[src/rtl/ifu_pkg.sv]
// Shared IFU definitions: FSM state encoding and instruction size.
package ifu_pkg;

   // Fixed instruction size in bytes; sequential PC advance.
   localparam int ILEN = 4;

   // FSM state type and its legacy-compatible encodings.
   typedef logic [1:0] ifu_state_e;
   localparam ifu_state_e S_IDLE = 2'd0;
   localparam ifu_state_e S_REQ  = 2'd1;
   localparam ifu_state_e S_RSP  = 2'd2;
   localparam ifu_state_e S_EXEC = 2'd3;

endpackage

[src/rtl/ifu_if.sv]
// Fetch and execute channels used by the IFU.
//
// Handshake rule for every channel: a transfer happens on a rising clk edge
// where both vld and rdy are high. Once vld is raised it stays high, with its
// payload unchanged, until that transfer; rdy may change freely.

// Instruction fetch: request carries the PC, response returns the word.
interface ifetch_if_t #(
   parameter int AW = 32,
   parameter int DW = 32
);
   logic          req_vld;
   logic          req_rdy;
   logic [AW-1:0] req_pc;
   logic          rsp_vld;
   logic          rsp_rdy;
   logic [DW-1:0] rsp_ir;

   modport master (output req_vld, req_pc, rsp_rdy,
                   input  req_rdy, rsp_vld, rsp_ir);
   modport slave  (input  req_vld, req_pc, rsp_rdy,
                   output req_rdy, rsp_vld, rsp_ir);
endinterface

// Instruction issue: the branch outcome in rsp_pkt is valid in the accept cycle.
interface iexec_if_t #(
   parameter int AW = 32,
   parameter int DW = 32
);
   typedef struct packed {
      logic [DW-1:0] ir;
      logic [AW-1:0] pc;
   } req_pkt_t;

   typedef struct packed {
      logic          taken;
      logic [DW-1:0] offset;
   } rsp_pkt_t;

   logic     req_vld;
   logic     req_rdy;
   req_pkt_t req_pkt;
   rsp_pkt_t rsp_pkt;

   modport master (output req_vld, req_pkt,
                   input  req_rdy, rsp_pkt);
   modport slave  (input  req_vld, req_pkt,
                   output req_rdy, rsp_pkt);
endinterface

[src/rtl/ifu.sv]
// Instruction fetch unit: fetch one instruction, issue it, then advance the PC
// using the branch outcome returned in the issue cycle. One instruction in flight.
module ifu
   import ifu_pkg::*;
#(
   parameter int            AW       = 32,
   parameter int            DW       = 32,
   parameter logic [AW-1:0] RESET_PC = {AW{1'b0}}
) (
   input  logic        clk,
   input  logic        rst_n,
   input  logic        halt,
   ifetch_if_t.master  fetch,
   iexec_if_t.master   exec,
   output logic [63:0] instret,
   output logic        busy,
   output ifu_state_e  state
);

   ifu_state_e    state_q;
   ifu_state_e    state_d;
   logic [AW-1:0] pc_q;
   logic [AW-1:0] pc_next;
   logic [DW-1:0] ir_q;
   logic          fetch_acc;
   logic          rsp_acc;
   logic          exec_acc;

   // Handshake completions are qualified by state, so a stray rsp_vld is ignored.
   assign fetch_acc = (state_q == S_REQ)  && fetch.req_rdy;
   assign rsp_acc   = (state_q == S_RSP)  && fetch.rsp_vld;
   assign exec_acc  = (state_q == S_EXEC) && exec.req_rdy;

   // Next PC: modular add, so negative offsets and wrap-around need no special case.
   always_comb begin
      pc_next = pc_q + AW'(ILEN);
      if (exec.rsp_pkt.taken) begin
         pc_next = pc_q + exec.rsp_pkt.offset[AW-1:0];
      end
   end

   // Next-state: halt is only consulted when idle or after an issue completes.
   always_comb begin
      state_d = state_q;
      case (state_q)
         S_IDLE:  if (!halt)    state_d = S_REQ;
         S_REQ:   if (fetch_acc) state_d = S_RSP;
         S_RSP:   if (rsp_acc)   state_d = S_EXEC;
         S_EXEC:  if (exec_acc)  state_d = halt ? S_IDLE : S_REQ;
         default:               state_d = S_IDLE;
      endcase
   end

   // State, PC, instruction register and retired count.
   always_ff @(posedge clk or negedge rst_n) begin
      if (!rst_n) begin
         state_q <= S_IDLE;
         pc_q    <= RESET_PC;
         ir_q    <= '0;
         instret <= '0;
      end else begin
         state_q <= state_d;
         if (rsp_acc) begin
            ir_q <= fetch.rsp_ir;
         end
         if (exec_acc) begin
            pc_q    <= pc_next;
            instret <= instret + 64'd1;
         end
      end
   end

   // Moore outputs: valids and readies decode straight from the state register,
   // so they cannot retract and drop at once on reset.
   assign fetch.req_vld = (state_q == S_REQ);
   assign fetch.req_pc  = pc_q;
   assign fetch.rsp_rdy = (state_q == S_RSP);
   assign exec.req_vld  = (state_q == S_EXEC);
   assign exec.req_pkt  = {ir_q, pc_q};
   assign busy          = (state_q != S_IDLE);
   assign state         = state_q;

endmodule

[src/flat_wrapper.sv]
// flat-port wrapper written by rule: the top's interface ports become plain ports
module ifu_flat import ifu_pkg::*;
#(
   parameter int            AW       = 32,
   parameter int            DW       = 32,
   parameter logic [AW-1:0] RESET_PC = {AW{1'b0}}
)
  (clk, rst_n, halt, instret, busy, state, fetch_req_vld, fetch_req_pc, fetch_rsp_rdy, fetch_req_rdy, fetch_rsp_vld, fetch_rsp_ir, exec_req_vld, exec_req_pkt, exec_req_rdy, exec_rsp_pkt);
  ifetch_if_t #(.AW(AW), .DW(DW)) fetch_i ();
  iexec_if_t #(.AW(AW), .DW(DW)) exec_i ();
  input  logic clk;
  input  logic rst_n;
  input  logic halt;
  output logic [63:0] instret;
  output logic busy;
  output ifu_state_e state;
  output wire logic [$bits(fetch_i.req_vld)-1:0] fetch_req_vld;
  output wire logic [$bits(fetch_i.req_pc)-1:0] fetch_req_pc;
  output wire logic [$bits(fetch_i.rsp_rdy)-1:0] fetch_rsp_rdy;
  input wire logic [$bits(fetch_i.req_rdy)-1:0] fetch_req_rdy;
  input wire logic [$bits(fetch_i.rsp_vld)-1:0] fetch_rsp_vld;
  input wire logic [$bits(fetch_i.rsp_ir)-1:0] fetch_rsp_ir;
  output wire logic [$bits(exec_i.req_vld)-1:0] exec_req_vld;
  output wire logic [$bits(exec_i.req_pkt)-1:0] exec_req_pkt;
  input wire logic [$bits(exec_i.req_rdy)-1:0] exec_req_rdy;
  input wire logic [$bits(exec_i.rsp_pkt)-1:0] exec_rsp_pkt;
  assign fetch_req_vld = fetch_i.req_vld;
  assign fetch_req_pc = fetch_i.req_pc;
  assign fetch_rsp_rdy = fetch_i.rsp_rdy;
  assign fetch_i.req_rdy = fetch_req_rdy;
  assign fetch_i.rsp_vld = fetch_rsp_vld;
  assign fetch_i.rsp_ir = fetch_rsp_ir;
  assign exec_req_vld = exec_i.req_vld;
  assign exec_req_pkt = exec_i.req_pkt;
  assign exec_i.req_rdy = exec_req_rdy;
  assign exec_i.rsp_pkt = exec_rsp_pkt;
  ifu #(.AW(AW), .DW(DW), .RESET_PC(RESET_PC)) u_core (.clk(clk), .rst_n(rst_n), .halt(halt), .fetch(fetch_i), .exec(exec_i), .instret(instret), .busy(busy), .state(state));
endmodule
[config.mk]
export PLATFORM = sky130hd
export DESIGN_NAME = ifu_flat
export DESIGN_NICKNAME = d
export VERILOG_FILES = /design/src/rtl/ifu_pkg.sv /design/src/rtl/ifu_if.sv /design/src/rtl/ifu.sv /design/src/flat_wrapper.sv
export SDC_FILE = /design/constraint.sdc
export NUM_CORES = 1
export LEC_CHECK = 0
export BUFFER_PORTS_ARGS = -buffer_cell sky130_fd_sc_hd__buf_4
export CORE_ASPECT_RATIO = 1.1
export CORE_MARGIN = 2
export CORE_UTILIZATION = 50
export DETAILED_ROUTE_END_ITERATION = 8
export GPL_TIMING_DRIVEN = 0
export PLACE_DENSITY = 0.78
export SYNTH_ARGS = -nofsm -noshare
export SYNTH_HDL_FRONTEND = slang
export SYNTH_SLANG_ARGS = --single-unit
export TNS_END_PERCENT = 10
[constraint.sdc]
create_clock -name clk -period 3.85 [get_ports clk]
set_input_delay 0.77 -clock clk [delete_from_list [all_inputs] [get_ports clk]]
set_output_delay 0.77 -clock clk [all_outputs]
set_load 0.01 [all_outputs]
==> impl_metrics.csv <==
group,metric,value,unit
status,outcome,"finished clean",
synth,synth.avg_cell_area,9.71,um2
synth,ys_seq_area_frac,0.403,
sta,fin_crit,3.06,ns
placement,placed_cells_incl_taps,1268,
placement,place_ws,0.423,ns
synth,synth_top_area_cell,"dfrtp_1",
clock_network,numCtsBuffers,17,
setup_path,path_buf_inv,2,
sta,rsz0062_at_grt,"false",
clock_network,cts_root_buffer,"clkbuf_16",
grt,grt_pass1_wl,34200,um
synth,ys_warn_count,0,
pwr,leakage,5.19,nW
floorplan,die-width,125,um
clock_network,h-tree-depth,4,
synth,synth-edff-count,0,
route,drc,0,
cells_and_area,diodes,0,
setup_path,critPathMaxFanout,5,
synth,synthDistinctLibCells,74,
pwr,ir_drop,0.362,mV
sta,max_freq,0.327,GHz
sta,hold_slack,0.247,ns
route,postRouteAntennaNets,0,
placement,hpwl,16400,um
pwr,power.density,651,mW/mm2
synth,synth_nets,941,
sta,drv_slew,0,
synth,netlist_top_cells_count,"dfrtp_1, nand2_1, a21oi_1, xnor2_1, nand3_1",
cells_and_area,multi_input_area,0.00438,mm2
sta,fin_tns_setup,0,ns
setup_path,cpPeakStageDelay,0.43,ns
cells_and_area,syn_to_final_growth,32.7,%
grt,grt_overflow_total,0,
clock_network,clockBufferDepth,2,
route,firstDrtPassIters,5,
placement,io_buffers,236,
floorplan,rows,48,
synth,synthesis.area,0.00807,mm2
floorplan,die_area,0.0172,mm2
setup_path,crit_slowest_cell,"o31ai_4",
sta,clock_skew,0.00547,ns
grt,grt_usage,0.248,
sta,relSlewSlack,0.562,
cells_and_area,fillers,1250,
clock_network,path_clk_slew,0.06,ns
synth,netlist.area_leader.share,0.403,
grt,antenna_found_initial,0,
route,vias,7209,
setup_path,cp-end-kind,"flip-flop",
placement,gp_congestion,0.914,
grt,grt_max_degree,98,
route,wl_per_cell,16.9,um
route,wl,22000,um
setup_path,crit_type,"primary input to flip-flop",
route,first_iter_violations,442,
cells_and_area,layout-drive-gt1-share,0.335,
clock_network,cts_tree,"done",
sta,tightest_slew,0.656,ns
synth,synth.area.top_cells,"dfrtp_1, xnor2_1, ha_1, mux2_2, a21oi_1",
clock_network,clock_latency,0.41,ns
hold_path,hold_path_class,"primary input to asynchronous set/reset pin",
synth,synth_most_common_cell,"dfrtp_1",
floorplan,start_util,0.513,
floorplan,pin_count,237,
cells_and_area,instances_no_fill,1300,
floorplan,die_y,137,um
sta,setup_violations,0,
cells_and_area,final_area,0.0107,mm2
grt,grt_pass1_vias,6850,
clock_network,cts_setup_buffers,0,
sta,final_hold_viol_count,0,
setup_path,cp-start-kind,"primary input",
synth,synth_top_flop_cell,"dfrtp_1",
clock_network,cts_resized,0,
sta,layout_setup_ws,0.790,ns
cells_and_area,nets,1197,
route,vias_per_cell,5.55,
synth,yosys_register_bits,130,
cells_and_area,regArea,0.00325,mm2
clock_network,holdBufCountCts,0,
floorplan,core_region_area,0.0157,mm2
setup_path,crit_required,4.12,ns
clock_network,cts_sinks,130,
synth,syn_inst,831,
flow_run,max_cap_viol_count,0,
placement,placed_area,0.0101,mm2
setup_path,path_delay_family,"compound AO/OA/AOI/OAI gates",
setup_path,crit_chain,"buf_4 > ha_1 > inv_1 > fa_1 > nand2b_1 > a21oi_1 > o21ai_1 > o31ai_4 > o211ai_1 > a31oi_1 > mux2i_1 > o22ai_1",
sta,fin_crit_sh,0.795,
synth,ys_async_sr_fraction,1.00,
setup_path,worstPathArrival,3.33,ns
stage by stage:
step	utilization	total power, mW
final	0.681	6.98
after global routing	0.681	7.40
after CTS	0.681	6.99
after detailed placement	0.643	5.38
after global placement	0.641	5.30
after floorplan	-	4.07
registers in the layout (all words and copies together), names as in the netlist:
register	flops
u_core.fetch.req_pc	32
u_core.ir_q	32
u_core.state	2
u_core.instret	64
cells in the final DEF (no fill, tap or decap), types with 6 or more instances in the layout:
cell         n
buf_4      267
dfrtp_1    130
nand2_1     66
a21oi_1     61
xnor2_1     55
nand3_1     51
nor2_1      46
ha_1        38
mux2_2      35
inv_1       28
xor2_1      28
o22ai_1     21
clkbuf_1    18
clkbuf_16   17
nand4_1     16
and3_1      16
a21o_1      16
nor3_1      14
o21ai_0     13
and4_1      12
mux2i_1     12
o21ai_1     12
and2_1      11
o21a_1       8
buf_1        6
a31oi_1      6
metal layers:
metal  track usage  vias up  share of wire
met2         0.436      227           0.50
met5             0        -              0
met1         0.314     3459           0.43
li1              -     3486              -
met3        0.0392       37          0.054
met4        0.0852        0          0.021
cells by family (layout without fill, tap and decap cells):
group / after synthesis / count (layout) / synth area share
buffers and inverters: 85 / 354 / 0.0547
AO/OA/AOI/OAI: 177 / 177 / 0.147
adder cells (fa/ha/maj): 39 / 39 / 0.0614
AND/OR/NAND/NOR: 268 / 268 / 0.177
multiplexers: 49 / 49 / 0.0670
XOR/XNOR: 83 / 83 / 0.0901
flip-flops: 130 / 130 / 0.403
path summary, 6_finish.rpt:
kind	startpoint	to	slack, ns	cells past startpoint
min in group clk	u_core.instret[48]	u_core.instret[48]	0.49	1
worst max-delay path	exec_rsp_pkt[0]	u_core.fetch.req_pc[24]	0.79	12
worst min-delay path	rst_n	u_core.instret[30]	0.25	1
worst max register to register	u_core.fetch.req_pc[0]	u_core.fetch.req_pc[24]	0.79	11
worst min register to register	u_core.instret[48]	u_core.instret[48]	0.49	1
max in group asynchronous	rst_n	u_core.fetch.req_pc[24]	2.81	2
power by group:
| group | switching [mW] | internal [mW] | total (mW) | leakage [nW] |
|---|---|---|---|---|
| sequential | 0.408 | 1.69 | 2.10 | 1.67 |
| clock | 0.614 | 0.989 | 1.60 | 0.279 |
| combinational | 1.62 | 1.65 | 3.27 | 3.24 |
final cells by class:
type                       instances  area share
sequential                       130       0.304
timing repair buffer             237       0.168
clock inverter                    12      0.0123
clock buffer                      20      0.0426
tap                              200      0.0234
inverter                          28     0.00981
multi-input combinational        616       0.408
buffer                            57      0.0314
(Power assumes the default switching activity.)
